File: src/rtl/vol_pkg.sv
`timescale 1ns/1ps
`default_nettype none
// ============================================================================
// vol_pkg : shared state type, default sizing and pointer helpers for the
//           volatility sample-buffer scheduler.
// Rev 1.0
// ============================================================================
package vol_pkg;

   localparam int unsigned VOL_NUM_STOCKS  = 4;
   localparam int unsigned VOL_BUFFER_SIZE = 20;
   localparam int unsigned VOL_DATA_WIDTH  = 32;

   localparam int unsigned STOCK_W = $clog2(VOL_NUM_STOCKS);
   localparam int unsigned ADDR_W  = $clog2(VOL_NUM_STOCKS * VOL_BUFFER_SIZE);
   localparam int unsigned PTR_W   = $clog2(VOL_BUFFER_SIZE);
   localparam int unsigned CNT_W   = $clog2(VOL_BUFFER_SIZE + 1);

   typedef enum logic [1:0] {
      IDLE  = 2'd0,
      SWEEP = 2'd1,
      DRAIN = 2'd2
   } vol_state_e;

   function automatic int unsigned region_base(input int unsigned stock,
                                               input int unsigned bsize = VOL_BUFFER_SIZE);
      return stock * bsize;
   endfunction

   function automatic int unsigned wrap_inc(input int unsigned p,
                                            input int unsigned bsize = VOL_BUFFER_SIZE);
      return (p == bsize - 1) ? 0 : p + 1;
   endfunction

   function automatic int unsigned wrap_dec(input int unsigned p,
                                            input int unsigned bsize = VOL_BUFFER_SIZE);
      return (p == 0) ? bsize - 1 : p - 1;
   endfunction

endpackage
`default_nettype wire

File: src/rtl/vol_ptr_bank.sv
`timescale 1ns/1ps
`default_nettype none
// ============================================================================
// vol_ptr_bank : per-stock circular write pointers and saturating fill counts,
//                with a post-update view of one stock for sweep snapshots.
// Rev 1.0
// ============================================================================
module vol_ptr_bank
   import vol_pkg::*;
#(
   parameter  int unsigned NUM_STOCKS  = VOL_NUM_STOCKS,
   parameter  int unsigned BUFFER_SIZE = VOL_BUFFER_SIZE,
   localparam int unsigned STOCK_BITS  = $clog2(NUM_STOCKS),
   localparam int unsigned PTR_BITS    = $clog2(BUFFER_SIZE),
   localparam int unsigned CNT_BITS    = $clog2(BUFFER_SIZE + 1)
) (
   input  logic                  clk_i,
   input  logic                  reset_i,
   input  logic                  upd_en_i,
   input  logic [STOCK_BITS-1:0] upd_stock_i,
   output logic [PTR_BITS-1:0]   upd_ptr_o,
   input  logic [STOCK_BITS-1:0] snap_stock_i,
   output logic [PTR_BITS-1:0]   snap_ptr_o,
   output logic [CNT_BITS-1:0]   snap_fill_o
);

   logic [PTR_BITS-1:0] ptr_q  [NUM_STOCKS];
   logic [CNT_BITS-1:0] fill_q [NUM_STOCKS];

   for (genvar g = 0; g < NUM_STOCKS; g++) begin : g_stock
      always_ff @(posedge clk_i or posedge reset_i) begin
         if (reset_i) begin
            ptr_q[g]  <= '0;
            fill_q[g] <= '0;
         end else if (upd_en_i && (upd_stock_i == STOCK_BITS'(g))) begin
            ptr_q[g] <= PTR_BITS'(wrap_inc(32'(ptr_q[g]), BUFFER_SIZE));
            if (fill_q[g] != CNT_BITS'(BUFFER_SIZE)) begin
               fill_q[g] <= fill_q[g] + 1'b1;
            end
         end
      end
   end

   assign upd_ptr_o = ptr_q[upd_stock_i];

   // A write accepted this cycle to the snapshot stock is folded in here.
   always_comb begin
      snap_ptr_o  = ptr_q[snap_stock_i];
      snap_fill_o = fill_q[snap_stock_i];
      if (upd_en_i && (upd_stock_i == snap_stock_i)) begin
         snap_ptr_o = PTR_BITS'(wrap_inc(32'(ptr_q[snap_stock_i]), BUFFER_SIZE));
         if (fill_q[snap_stock_i] != CNT_BITS'(BUFFER_SIZE)) begin
            snap_fill_o = fill_q[snap_stock_i] + 1'b1;
         end
      end
   end

endmodule
`default_nettype wire

File: src/rtl/vol_buf_sched.sv
`timescale 1ns/1ps
`default_nettype none
// ============================================================================
// vol_buf_sched : single-port sample RAM scheduler, sample writes vs sweeps.
//                 VOL_SWEEP_NEWEST_FIRST_EN selects newest-first sweep order.
// Rev 1.0
// ============================================================================
module vol_buf_sched
   import vol_pkg::*;
#(
   parameter  int unsigned NUM_STOCKS  = VOL_NUM_STOCKS,
   parameter  int unsigned BUFFER_SIZE = VOL_BUFFER_SIZE,
   parameter  int unsigned DATA_WIDTH  = VOL_DATA_WIDTH,
   localparam int unsigned STOCK_BITS  = $clog2(NUM_STOCKS),
   localparam int unsigned ADDR_BITS   = $clog2(NUM_STOCKS * BUFFER_SIZE),
   localparam int unsigned PTR_BITS    = $clog2(BUFFER_SIZE),
   localparam int unsigned CNT_BITS    = $clog2(BUFFER_SIZE + 1)
) (
   input  logic                  i_clk,
   input  logic                  i_reset,
   input  logic                  i_wr_valid,
   output logic                  o_wr_ready,
   input  logic [STOCK_BITS-1:0] i_wr_stock_id,
   input  logic [DATA_WIDTH-1:0] i_wr_data,
   input  logic                  i_rd_req,
   input  logic [STOCK_BITS-1:0] i_rd_stock_id,
   output logic                  o_rd_ack,
   output logic                  o_ram_en,
   output logic                  o_ram_we,
   output logic [ADDR_BITS-1:0]  o_ram_addr,
   output logic [DATA_WIDTH-1:0] o_ram_wdata,
   input  logic [DATA_WIDTH-1:0] i_ram_rdata,
   output logic                  o_sweep_valid,
   output logic [DATA_WIDTH-1:0] o_sweep_data,
   output logic                  o_sweep_last,
   output logic [CNT_BITS-1:0]   o_sweep_count,
   output logic                  o_sweep_done,
   output logic                  o_busy
);

   vol_state_e            state_q, state_d;
   logic [STOCK_BITS-1:0] sw_stock_q, sw_stock_d;
   logic [PTR_BITS-1:0]   sw_ptr_q, sw_ptr_d;
   logic [CNT_BITS-1:0]   sw_count_q, sw_count_d;
   logic [CNT_BITS-1:0]   remain_q, remain_d;
   logic                  prev_wr_q, prev_wr_d;
   logic                  ram_en_q, ram_en_d;
   logic                  ram_we_q, ram_we_d;
   logic [ADDR_BITS-1:0]  ram_addr_q, ram_addr_d;
   logic [DATA_WIDTH-1:0] ram_wdata_q, ram_wdata_d;
   logic                  ram_last_q, ram_last_d;
   logic                  beat_q, beat_d;
   logic                  beat_last_q, beat_last_d;

   logic                  wr_ready;
   logic                  wr_grant;
   logic [PTR_BITS-1:0]   upd_ptr;
   logic [PTR_BITS-1:0]   snap_ptr;
   logic [CNT_BITS-1:0]   snap_fill;
   logic [PTR_BITS-1:0]   start_ptr;
   logic [PTR_BITS-1:0]   next_ptr;

   vol_ptr_bank #(
      .NUM_STOCKS  (NUM_STOCKS),
      .BUFFER_SIZE (BUFFER_SIZE)
   ) u_ptr_bank (
      .clk_i        (i_clk),
      .reset_i      (i_reset),
      .upd_en_i     (wr_grant),
      .upd_stock_i  (i_wr_stock_id),
      .upd_ptr_o    (upd_ptr),
      .snap_stock_i (i_rd_stock_id),
      .snap_ptr_o   (snap_ptr),
      .snap_fill_o  (snap_fill)
   );

`ifdef VOL_SWEEP_NEWEST_FIRST_EN
   assign start_ptr = PTR_BITS'(wrap_dec(32'(snap_ptr), BUFFER_SIZE));
   assign next_ptr  = PTR_BITS'(wrap_dec(32'(sw_ptr_q), BUFFER_SIZE));
`else
   assign start_ptr = (snap_fill == CNT_BITS'(BUFFER_SIZE)) ? snap_ptr : '0;
   assign next_ptr  = PTR_BITS'(wrap_inc(32'(sw_ptr_q), BUFFER_SIZE));
`endif

   // After a granted write the following SWEEP cycle belongs to the read.
   always_comb begin
      wr_ready = 1'b0;
      case (state_q)
         IDLE:    wr_ready = 1'b1;
         SWEEP:   wr_ready = (i_wr_stock_id != sw_stock_q) && !prev_wr_q;
         DRAIN:   wr_ready = (i_wr_stock_id != sw_stock_q);
         default: wr_ready = 1'b0;
      endcase
      wr_ready = wr_ready && !i_reset;
      wr_grant = i_wr_valid && wr_ready;
   end

   always_comb begin
      state_d      = state_q;
      sw_stock_d   = sw_stock_q;
      sw_ptr_d     = sw_ptr_q;
      sw_count_d   = sw_count_q;
      remain_d     = remain_q;
      prev_wr_d    = wr_grant;
      ram_en_d     = 1'b0;
      ram_we_d     = 1'b0;
      ram_addr_d   = ram_addr_q;
      ram_wdata_d  = ram_wdata_q;
      ram_last_d   = 1'b0;
      beat_d       = ram_en_q && !ram_we_q;
      beat_last_d  = ram_last_q;
      o_rd_ack     = 1'b0;
      o_sweep_done = 1'b0;

      if (wr_grant) begin
         ram_en_d    = 1'b1;
         ram_we_d    = 1'b1;
         ram_addr_d  = ADDR_BITS'(region_base(32'(i_wr_stock_id), BUFFER_SIZE) + 32'(upd_ptr));
         ram_wdata_d = i_wr_data;
      end

      case (state_q)
         IDLE: begin
            if (i_rd_req && !i_reset) begin
               o_rd_ack = 1'b1;
               if (snap_fill == '0) begin
                  o_sweep_done = 1'b1;
               end else begin
                  state_d    = SWEEP;
                  sw_stock_d = i_rd_stock_id;
                  sw_count_d = snap_fill;
                  remain_d   = snap_fill;
                  sw_ptr_d   = start_ptr;
               end
            end
         end
         SWEEP: begin
            if (!wr_grant) begin
               ram_en_d   = 1'b1;
               ram_we_d   = 1'b0;
               ram_addr_d = ADDR_BITS'(region_base(32'(sw_stock_q), BUFFER_SIZE) + 32'(sw_ptr_q));
               sw_ptr_d   = next_ptr;
               remain_d   = remain_q - 1'b1;
               if (remain_q == CNT_BITS'(1)) begin
                  ram_last_d = 1'b1;
                  state_d    = DRAIN;
               end
            end
         end
         DRAIN: begin
            if (beat_q && beat_last_q) begin
               o_sweep_done = 1'b1;
               sw_count_d   = '0;
               state_d      = IDLE;
            end
         end
         default: state_d = IDLE;
      endcase
   end

   always_ff @(posedge i_clk or posedge i_reset) begin
      if (i_reset) begin
         state_q     <= IDLE;
         sw_stock_q  <= '0;
         sw_ptr_q    <= '0;
         sw_count_q  <= '0;
         remain_q    <= '0;
         prev_wr_q   <= 1'b0;
         ram_en_q    <= 1'b0;
         ram_we_q    <= 1'b0;
         ram_addr_q  <= '0;
         ram_wdata_q <= '0;
         ram_last_q  <= 1'b0;
         beat_q      <= 1'b0;
         beat_last_q <= 1'b0;
      end else begin
         state_q     <= state_d;
         sw_stock_q  <= sw_stock_d;
         sw_ptr_q    <= sw_ptr_d;
         sw_count_q  <= sw_count_d;
         remain_q    <= remain_d;
         prev_wr_q   <= prev_wr_d;
         ram_en_q    <= ram_en_d;
         ram_we_q    <= ram_we_d;
         ram_addr_q  <= ram_addr_d;
         ram_wdata_q <= ram_wdata_d;
         ram_last_q  <= ram_last_d;
         beat_q      <= beat_d;
         beat_last_q <= beat_last_d;
      end
   end

   assign o_wr_ready    = wr_ready;
   assign o_ram_en      = ram_en_q;
   assign o_ram_we      = ram_we_q;
   assign o_ram_addr    = ram_addr_q;
   assign o_ram_wdata   = ram_wdata_q;
   assign o_sweep_valid = beat_q;
   assign o_sweep_data  = beat_q ? i_ram_rdata : '0;
   assign o_sweep_last  = beat_q && beat_last_q;
   assign o_sweep_count = sw_count_q;
   assign o_busy        = (state_q != IDLE);

endmodule
`default_nettype wire

File: config.mk
export PLATFORM = sky130hd
export DESIGN_NAME = vol_buf_sched
export DESIGN_NICKNAME = d
export VERILOG_FILES = /design/src/rtl/vol_pkg.sv /design/src/rtl/vol_ptr_bank.sv /design/src/rtl/vol_buf_sched.sv
export SDC_FILE = /design/constraint.sdc
export NUM_CORES = 1
export LEC_CHECK = 0
export CORE_UTILIZATION = 35
export CTS_BUF_LIST = sky130_fd_sc_hd__clkbuf_16
export DETAILED_ROUTE_END_ITERATION = 6
export PLACE_DENSITY_LB_ADDON = 0.05
export REMOVE_ABC_BUFFERS = 1
export SKIP_LAST_GASP = 1
export SLEW_MARGIN = 10
export SYNTH_ARGS = -nofsm -noshare
export SYNTH_HDL_FRONTEND = slang
export SYNTH_SLANG_ARGS = --single-unit
File: constraint.sdc
create_clock -name i_clk -period 8.3 [get_ports i_clk]
set_clock_uncertainty 0.05 [all_clocks]
set_input_delay 2.49 -clock i_clk [delete_from_list [all_inputs] [get_ports i_clk]]
set_output_delay 2.49 -clock i_clk [all_outputs]
set_load 0.02 [all_outputs]
Word-level counts from Yosys, hierarchy flattened
Index checks and enable logic that the tools add are counted.
{"block": "word_totals", "output_inout_bits": 84, "reg_bits": 104, "wordCells": 149, "input_bits": 72}
{"block": "op_classes", "bitwise_logic": 3, "n_eq_ne": 25, "reduce_logical": 28, "multipliers": 2, "n_mux": 54, "add_sub_neg": 14, "magnitude_cmp": 2}
{"operator": "5-bit two-way mux", "count": 23}
{"operator": "5-bit by 1-bit adder with 5-bit output, second input constant", "count": 11}
{"operator": "5-bit equality test, second input constant", "count": 7}
{"operator": "32-bit two-way mux", "count": 1}
{"operator": "5-bit binary-select mux with 2-bit select", "count": 3}
{"operator": "5-bit case mux with 2 select lines", "count": 3}
{"operator": "5-bit inequality test, second input constant", "count": 5}
{"operator": "7-bit two-way mux", "count": 3}
{"operator": "7-bit by 5-bit adder with 7-bit output", "count": 2}
{"operator": "1-bit two-way mux", "count": 13}
{"operator": "1-bit logical AND", "count": 11}
{"operator": "2-bit by 3-bit multiplier with 5-bit output, second input constant", "count": 2}
{"operator": "2-bit two-way mux", "count": 5}
{"operator": "2-bit inequality test, second input constant", "count": 5}
{"operator": "2-bit AND reduction", "count": 4}
{"operator": "4-bit AND reduction", "count": 2}
{"operator": "2-bit equality test, second input constant", "count": 3}
{"operator": "3-bit >= comparator, second input constant", "count": 2}
{"operator": "2-bit inverter with 3-bit output", "count": 2}
{"operator": "2-bit case mux with 3 select lines", "count": 1}
{"operator": "2-bit nonzero test", "count": 3}
{"operator": "5-bit by 1-bit equality test with 1-bit output, second input constant", "count": 1}
{"operator": "5-bit logical NOT", "count": 1}
{"operator": "5-bit AND reduction", "count": 1}
{"operator": "10 further kinds", "count": 14}

Longest topological paths before layout
Gate-level depths: netlist of the first run.
{"block": "logic_depth", "ltp_word": 12, "mapped_depth": 11, "depth_no_buf": 9}

Cells and area by module
A second synthesis of the first run with hierarchy kept.
{"block": "unflattened", "cells_unflattened": 612, "hier_area_um2": 5918.2}
{"mod": "vol_buf_sched", "cells_per_inst": 371, "area_each_um2": 3298.2, "seq_area_each_um2": 1576.5, "n_inst": 1}
{"mod": "vol_ptr_bank", "cells_per_inst": 241, "area_each_um2": 2620.0, "seq_area_each_um2": 1001.0, "n_inst": 1}

Least setup slack after synthesis of the first run
Ideal clock, no wire load.
{"block": "synth_timing", "path_type": "input -> output", "start": "input i_reset", "end": "output o_sweep_done", "t_arrival_ns": 5.693, "setup_slack_ns": 0.067, "stages": 5, "cell_sequence": "inv_1 > nand3_1 > clkinv_1 > nand4_1 > nand2_1"}
{"block": "synth_between", "elab_chain_cells": 9, "word_cells_on_any_way": 10}
{"item": "from (decl)", "line_no": "vol_buf_sched.sv:20", "text": "input logic i_reset,"}
{"item": "1-bit logical NOT (no line) *"}
{"item": "1-bit logical AND", "line_no": "vol_buf_sched.sv:94", "text": "wr_ready = wr_ready && !i_reset;"}
{"item": "1-bit logical AND", "line_no": "vol_buf_sched.sv:95", "text": "wr_grant = i_wr_valid && wr_ready;"}
{"item": "1-bit logical AND", "line_no": "vol_ptr_bank.sv:50", "text": "if (upd_en_i && (upd_stock_i == snap_stock_i)) begin"}
{"item": "5-bit two-way mux", "line_no": "vol_ptr_bank.sv:50"}
{"item": "5-bit logical NOT", "line_no": "vol_buf_sched.sv:126", "text": "if (snap_fill == '0) begin"}
{"item": "1-bit two-way mux", "line_no": "vol_buf_sched.sv:126"}
{"item": "1-bit two-way mux *", "line_no": "vol_buf_sched.sv:124", "text": "if (i_rd_req && !i_reset) begin"}
{"item": "1-bit case mux with 2 select lines *", "line_no": "vol_buf_sched.sv:122", "text": "case (state_q)"}
{"item": "to (decl)", "line_no": "vol_buf_sched.sv:37", "text": "output logic o_sweep_done,"}
Mark *: on every way between the ends. The rest lies on a longest branch, timed or not.

Final worst setup path of the first run
{"block": "layout_timing", "start": "input i_wr_stock_id[1]", "end": "output o_sweep_done"}
{"block": "layout_between", "elab_chain_cells": 11, "word_cells_on_any_way": 12}
{"item": "from (decl)", "line_no": "vol_buf_sched.sv:23", "text": "input logic [STOCK_BITS-1:0] i_wr_stock_id,"}
{"item": "2-bit inequality test", "line_no": "vol_buf_sched.sv:90, vol_buf_sched.sv:91"}
{"item": "1-bit logical AND", "line_no": "vol_buf_sched.sv:90", "text": "SWEEP: wr_ready = (i_wr_stock_id != sw_stock_q) && !prev_wr_q;"}
{"item": "1-bit case mux with 3 select lines", "line_no": "vol_buf_sched.sv:88", "text": "case (state_q)"}
{"item": "1-bit logical AND", "line_no": "vol_buf_sched.sv:94"}
{"item": "1-bit logical AND", "line_no": "vol_buf_sched.sv:95"}
{"item": "1-bit logical AND *", "line_no": "vol_ptr_bank.sv:50"}
{"item": "5-bit two-way mux *", "line_no": "vol_ptr_bank.sv:50"}
{"item": "5-bit logical NOT *", "line_no": "vol_buf_sched.sv:126"}
{"item": "1-bit two-way mux *", "line_no": "vol_buf_sched.sv:126"}
{"item": "1-bit two-way mux *", "line_no": "vol_buf_sched.sv:124"}
{"item": "1-bit case mux with 2 select lines *", "line_no": "vol_buf_sched.sv:122"}
Marked as above.

==> impl_metrics.env, run 1 <==
export IMPL_clkPwrFrac=0.169
export IMPL_drive_above_1_share=0.0790
export IMPL_cts_buffers=9
export IMPL_cp_start_kind="primary input"
export IMPL_critPathCapture="o_sweep_done"
export IMPL_grtUsageTotal=0.191
export IMPL_cap_violations=0
export IMPL_root_buffer="clkbuf_16"
export IMPL_wl_met3_um=816
export IMPL_place_congestion=0.835
export IMPL_cp_top_family="buffers and inverters"
export IMPL_synthArstFlopShare=1.00
export IMPL_ys_types=64
export IMPL_synth_flop_cell="dfrtp_1"
export IMPL_fp_dieArea_um2=17500
export IMPL_ys_ff_latch=103
export IMPL_reg2regPathDepth=10
export IMPL_vias=5018
export IMPL_reg2reg_to="u_ptr_bank.fill_q[3]"
export IMPL_synth_top_area_frac=0.435
export IMPL_fill_cells=1576
export IMPL_multi_input_area_um2=3110
export IMPL_p_total_mw=2.75
export IMPL_postSynthAreaPerCell_um2=9.69
export IMPL_worst_path_buf_inv=2
export IMPL_critPathKind="in2out"
export IMPL_seq_area_um2=2580
export IMPL_cp_num_cells=9
export IMPL_final_period_utilization=0.955
export IMPL_p_seq_frac=0.334
export IMPL_antenna_found_initial=0
export IMPL_synth_area_um2=5930
export IMPL_die_w_um=132
export IMPL_rrSetupSlack_ns=4.26
export IMPL_ys_warn_count=0
export IMPL_io_pins=156
export IMPL_synth_yosys_seq_area_share=0.435
export IMPL_routed_top_layer="met4"
export IMPL_slew_headroom=0.370
export IMPL_hold_violations=0
export IMPL_startpoint="i_wr_stock_id[1]"
export IMPL_wl_per_cell_um=16.1
export IMPL_final_max_slew_violation_count=0
export IMPL_final_cell_mix="clkdlybuf4s50_1 (153), nand2_1 (142), dfrtp_1 (103)"
export IMPL_reg2reg_from="state_q[0]"
export IMPL_powerDensity_nw_per_um2=341
export IMPL_setup_viol=0
export IMPL_syn_instance_count=612
export IMPL_cpMostUsedCell="clkdlybuf4s50_1"
export IMPL_grt_max_degree=69
export IMPL_synth_edf_count=0
export IMPL_p_int_mw=1.62
export IMPL_antenna_left=0
export IMPL_wl_met2_um=7570
export IMPL_slowest_delay_ns=0.62
export IMPL_path_max_fanout=7
export IMPL_rows=47
export IMPL_initial_core_util=0.358
export IMPL_tightest_slew_ns=0.942
export IMPL_yosys_area_top_type="dfrtp_1"
export IMPL_numPortBuffers=155
export IMPL_fmax_mhz=126
export IMPL_core_area_um2=16600
export IMPL_routedLengthMet1_um=7220
export IMPL_swShare=0.413
export IMPL_firstDrtPassIters=4
export IMPL_cts_sinks=103
export IMPL_drt_iter0_drc=168
export IMPL_fin_crit_ns=7.92
export IMPL_endpoint_kind="output port"
export IMPL_clock_latency_ns=0.36
export IMPL_h_tree_depth=3
export IMPL_clk_pin_slew_ns=0.07
export IMPL_rsz0062_at_grt="false"
export IMPL_cp_data_required_time_ns=5.76
export IMPL_status="complete, no violations"
export IMPL_area_growth_pct=36.0
export IMPL_dp_hpwl_um=11800
export IMPL_grt_overflow=0
export IMPL_crit_chain="clkdlybuf4s50_1, xnor2_1, a311oi_4, and2_1, o32ai_1, or2_2, nand4_1, nand2_1, clkdlybuf4s50_1"
export IMPL_vdd_ir_drop_max_mv=0.147
export IMPL_cts_tree="yes"
export IMPL_grt_pass1_vias=5042
export IMPL_mostFrequentLayoutCell="clkdlybuf4s50_1"
export IMPL_wirelength_um=15900
export IMPL_clk_path_buf_depth=2
export IMPL_grt_pass1_wl_um=26300
export IMPL_slowest_stage="clkdlybuf4s50_1"
export IMPL_ys_top_cells_by_area="dfrtp_1 (43%), nand2_1 (9.0%), mux4_2 (5.7%), ha_1 (5.1%), xnor2_1 (4.0%)"
export IMPL_drt_drc_violations_left=0
export IMPL_leakage_nw=3.59
export IMPL_hold_class="reg2reg"
export IMPL_final_nets=865
export IMPL_diodes=0
export IMPL_cp_data_arrival_time_ns=5.38
export IMPL_drt_vias_per_instance=5.06
export IMPL_die_y_um=132
export IMPL_pwr_share_comb=0.497
export IMPL_p_switching_mw=1.14
export IMPL_tns_ns=0
==> synthesized netlist by cell type (all sizes together) (4+ instances only) <==
master and instances:
nand2 144, dfrtp 103, and2 34, inv 33
xnor2 27, ha 24, nand3 19, a21oi 18
clkbuf 18, nand4 17, mux4 15, nor2 15
o21ai 14, nor3 12, a21o 11, mux2i 8
and3 7, mux2 7, buf 6, xor2 6
a31oi 5, nand2b 5, nor2b 5, o22ai 5
a32o 4, a32oi 4, nand3b 4, nand4b 4
o221ai 4, or3 4
==> routing by layer <==
layer  track usage  vias up
li1              -     2441
met2         0.318      141
met4        0.0670        0
met1         0.243     2413
met3        0.0434       23
met5             0        -
==> per-stage QoR <==
step,setup slack (ns),area [um^2],hold slack (ns),util,instances
4_1_cts,0.0781,8060,0.304,0.486,992
6_report,0.377,8070,0.300,0.487,992
5_1_grt,0.236,8070,0.313,0.487,992
3_3_place_gp,0.203,7740,0.286,0.467,976
3_5_place_dp,0.0901,7740,0.286,0.467,976
2_1_floorplan,0.0675,5820,0.281,-,588
==> sequential cells by signal, summed over array words and instances, names as in the netlist <==
name,flops
o_sweep_count,5
sw_ptr_q,5
o_ram_en,1
remain_q,5
state_q,2
o_ram_wdata,32
sw_stock_q,2
prev_wr_q,1
o_sweep_valid,1
beat_last_q,1
o_ram_addr,7
u_ptr_bank.ptr_q,20
beat_last_d,1
u_ptr_bank.fill_q,20
==> logic make-up (layout without fill, tap and decap cells) <==
group | count (synthesis) | after routing | synth area share
AND/OR/NAND/NOR | 278 | 278 | 0.231
flip-flops | 103 | 103 | 0.435
AO/OA/AOI/OAI | 84 | 84 | 0.103
buffers and inverters | 58 | 218 | 0.0407
XOR/XNOR | 33 | 33 | 0.0487
multiplexers | 30 | 30 | 0.0850
adder cells (fa/ha/maj) | 26 | 26 | 0.0574
==> power by group through the flow <==
stage                     clock [mW]  combinational, mW  sequential, mW
after floorplan                    0              0.704            1.00
after global placement             0               1.36           0.921
after detailed placement           0               1.38           0.930
after CTS                      0.484               1.39           0.921
after global routing           0.499               1.50           0.957
final                          0.466               1.37           0.919
==> worst min-delay path by stage <==
stage                     slack, ns     endpoint  cells past startpoint         from
after floorplan                0.28  beat_last_q                      0  beat_last_d
after global placement         0.29  beat_last_q                      0  beat_last_d
after detailed placement       0.29  beat_last_q                      0  beat_last_d
after CTS                      0.30  beat_last_q                      0  beat_last_d
after global routing           0.31  beat_last_q                      0  beat_last_d
final                          0.30  beat_last_q                      0  beat_last_d
==> final cells by class <==
type / count / area share
Sequential cell: 103 / 0.319
Clock buffer: 9 / 0.0279
Multi-Input combinational cell: 451 / 0.386
Inverter: 34 / 0.0161
Clock inverter: 7 / 0.0116
Tap cell: 220 / 0.0341
Timing Repair Buffer: 168 / 0.205
==> what timing repair did <==
item                       CTS  global route
setup endpoints to repair    0             1
buffers inserted             0             0
hold buffers                 0             0
resized for setup            0             2
Note: power is estimated with default switching activity, not from simulation.
==> run 2, diff against run 1 <==
--- a/config.mk
+++ b/config.mk
@@ -7,6 +7,7 @@
 export LEC_CHECK = 0
 export CORE_UTILIZATION = 35
 export CTS_BUF_LIST = sky130_fd_sc_hd__clkbuf_16
+export CTS_CLUSTER_DIAMETER = 150
 export DETAILED_ROUTE_END_ITERATION = 6
 export PLACE_DENSITY_LB_ADDON = 0.05
 export REMOVE_ABC_BUFFERS = 1
==> results of run 2 <==
No change in the layout: final DEF, timing and power equal those of run 1.
==> run 3, diff against run 2 <==
--- a/config.mk
+++ b/config.mk
@@ -5,6 +5,7 @@
 export SDC_FILE = /design/constraint.sdc
 export NUM_CORES = 1
 export LEC_CHECK = 0
+export ABC_AREA = 1
 export CORE_UTILIZATION = 35
 export CTS_BUF_LIST = sky130_fd_sc_hd__clkbuf_16
 export CTS_CLUSTER_DIAMETER = 150
==> run 3 against run 2 <==
- sequential power down 19%
- area after synthesis rose by 3.6%
- critical endpoint unchanged
- global-route usage down 0.57 points
==> impl_metrics.env, run 3 <==
export IMPL_critPathKind="in2out"
export IMPL_final_cell_mix="nand2_1 (303), clkdlybuf4s50_1 (155), inv_1 (114)"
export IMPL_cts_sinks=103
export IMPL_yosys_area_top_type="dfrtp_1"
export IMPL_dp_hpwl_um=12300
export IMPL_cts_setup_buffers=0
export IMPL_synth_compound_area_frac=0.0822
export IMPL_reg2reg_from="state_q[0]"
export IMPL_endpoint_kind="output port"
export IMPL_vdd_ir_drop_max_mv=0.141
export IMPL_ys_warn_count=0
export IMPL_hold_violations=0
export IMPL_rows=48
export IMPL_synth_top_family_by_area="simple AND/OR/NAND/NOR gates"
export IMPL_synth_flop_cell="dfrtp_1"
export IMPL_p_total_mw=1.77
export IMPL_final_max_slew_violation_count=0
export IMPL_clk_pin_slew_ns=0.07
export IMPL_grt_pass1_wl_um=26400
export IMPL_dp_cells=1197
export IMPL_startpoint="i_rd_stock_id[0]"
export IMPL_ys_types=41
export IMPL_cts_hold_buf=0
export IMPL_setup_viol=0
export IMPL_slowest_delay_ns=0.65
export IMPL_mostFrequentLayoutCell="nand2_1"
export IMPL_min_from="beat_last_d"
export IMPL_ys_top_cells_by_area="dfrtp_1 (42%), nand2_1 (19%), inv_1 (7.0%), ha_1 (4.9%), nand3_1 (4.0%)"
export IMPL_slowest_stage="clkdlybuf4s50_1"
export IMPL_clock_latency_ns=0.35
export IMPL_hold_class="reg2reg"
export IMPL_drt_vias_per_instance=4.71
export IMPL_synthAdderAreaFrac=0.0554
export IMPL_fp_dieArea_um2=18100
export IMPL_cts_resized=0
export IMPL_finalNonFillerCells=1213
export IMPL_diodes=0
export IMPL_wirelength_um=16500
export IMPL_grt_max_degree=73
export IMPL_status="complete, no violations"
export IMPL_synthSimpleGateAreaFrac=0.304
export IMPL_leakage_nw=4.20
export IMPL_vias=5711
export IMPL_die_y_um=135
export IMPL_cts_buffers=9
export IMPL_synth_top_area_frac=0.419
export IMPL_antenna_left=0
export IMPL_h_tree_depth=3
export IMPL_cp_data_arrival_time_ns=5.36
export IMPL_fill_cells=1735
export IMPL_drt_drc_violations_left=0
export IMPL_grt_pass1_vias=5168
export IMPL_synthXorXnorAreaFrac=0.0427
export IMPL_synth_mux_area_frac=0
export IMPL_synthArstFlopShare=1.00
export IMPL_path_max_fanout=12
export IMPL_yosysMostFrequentCell="nand2_1"
export IMPL_clk_path_buf_depth=2
export IMPL_cp_data_required_time_ns=5.76
export IMPL_cp_start_kind="primary input"
export IMPL_final_period_utilization=0.951
export IMPL_cts_tree="yes"
export IMPL_cpMostUsedCell="nand2_1"
export IMPL_cap_violations=0
export IMPL_root_buffer="clkbuf_16"
export IMPL_crit_chain="clkdlybuf4s50_1, inv_2, buf_4, nand2_1, nand2_1, nor2_2, nand4_2, nand2_1, nand2_2, nor2_2, nand2_1, o21ai_0, clkdlybuf4s50_1"
export IMPL_synth_area_um2=6150
export IMPL_die_w_um=135
export IMPL_tightest_slew_ns=0.965
export IMPL_antenna_found_initial=0
export IMPL_drt_iter0_drc=313
export IMPL_wl_per_cell_um=13.6
export IMPL_firstDrtPassIters=5
export IMPL_final_nets=1081
export IMPL_postSynthAreaPerCell_um2=7.39
export IMPL_rsz0062_at_grt="false"
export IMPL_io_pins=156
export IMPL_largest_reg_flops=32
export IMPL_area_growth_pct=33.6
export IMPL_slew_headroom=0.357
export IMPL_synth_yosys_seq_area_share=0.419
export IMPL_ys_top_cells_by_count="nand2_1 (303), inv_1 (114), dfrtp_1 (103)"
export IMPL_drive_above_1_share=0.0587
export IMPL_place_congestion=0.818
export IMPL_core_area_um2=17200
export IMPL_synth_edf_count=0
export IMPL_syn_instance_count=832
export IMPL_grtUsageTotal=0.185
export IMPL_tns_ns=0
export IMPL_ys_ff_latch=103
export IMPL_initial_core_util=0.357
export IMPL_grt_overflow=0
export IMPL_powerDensity_nw_per_um2=216
export IMPL_numPortBuffers=155
export IMPL_fmax_mhz=127
export IMPL_fin_crit_ns=7.90
## run 3: changes by cell type after synthesis, sizes merged, moves of 8 or more
cell and delta:
xnor2 -21, mux4 -15, o21ai +26, mux2i -8, nor2 +26, inv +94, nand2 +167, xor2 +18
o22ai +9, nand3 +36, a21o -11, and2 -33, nor3 -11
## run 3: kinds of logic after synthesis
logic type,after synthesis
buffers and inverters,150
AND/OR/NAND/NOR,435
XOR/XNOR,30
adder cells (fa/ha/maj),26
AO/OA/AOI/OAI,88
flip-flops,103
## run 3: layout make-up
type                       count  area (um^2)  area share
multi-input combinational    579         2980       0.363
sequential                   103         2580       0.314
timing repair buffer         162         1600       0.195
inverter                     128          483      0.0588
tap                          225          282      0.0343
clock buffer                   9          225      0.0274
clock inverter                 7         63.8     0.00777
## run 3: stage by stage
stage / setup slack (ns) / utilization / hold slack, ns / cell area [um^2]
after detailed placement: 0.379 / 0.460 / 0.303 / 7930
final: 0.404 / 0.477 / 0.313 / 8210
after global placement: 0.423 / 0.460 / 0.289 / 7930
after floorplan: -0.430 / - / 0.281 / 6040
after global routing: 0.118 / 0.477 / 0.324 / 8210
after CTS: 0.383 / 0.477 / 0.322 / 8210
## run 3: worst paths after layout
check / to / slack [ns] / cells past startpoint
setup reg to reg: u_ptr_bank.fill_q[14] / 5.05 / 12
hold / removal: beat_last_q / 0.31 / 0
max in group asynchronous: u_ptr_bank.ptr_q[13] / 4.27 / 4
min in group asynchronous: remain_q[3] / 2.62 / 3
setup / recovery: o_sweep_done / 0.40 / 13
hold reg to reg: beat_last_q / 0.31 / 0
## run 3: where the power goes
part | internal (mW) | switching, mW | total [mW] | leakage [nW]
clock network | 0.232 | 0.201 | 0.433 | 0.144
registers | 0.622 | 0.118 | 0.740 | 1.27
logic | 0.250 | 0.349 | 0.600 | 2.79
## run 3: worst max-delay path: cells and delay by family
family	cells	cell delay, ns
AOI/OAI and AO/OA	1	0.16
buffers and inverters	4	1.68
and+or+nand+nor	8	1.03
## run 3: routing by layer
metal	part of all wire	vias to the layer above	track usage	wire length, um
met5	0	-	0	0
met4	0.010	0	0.0462	171
met3	0.051	13	0.0390	846
li1	-	2919	-	-
met1	0.48	2647	0.247	7920
met2	0.46	132	0.305	7560
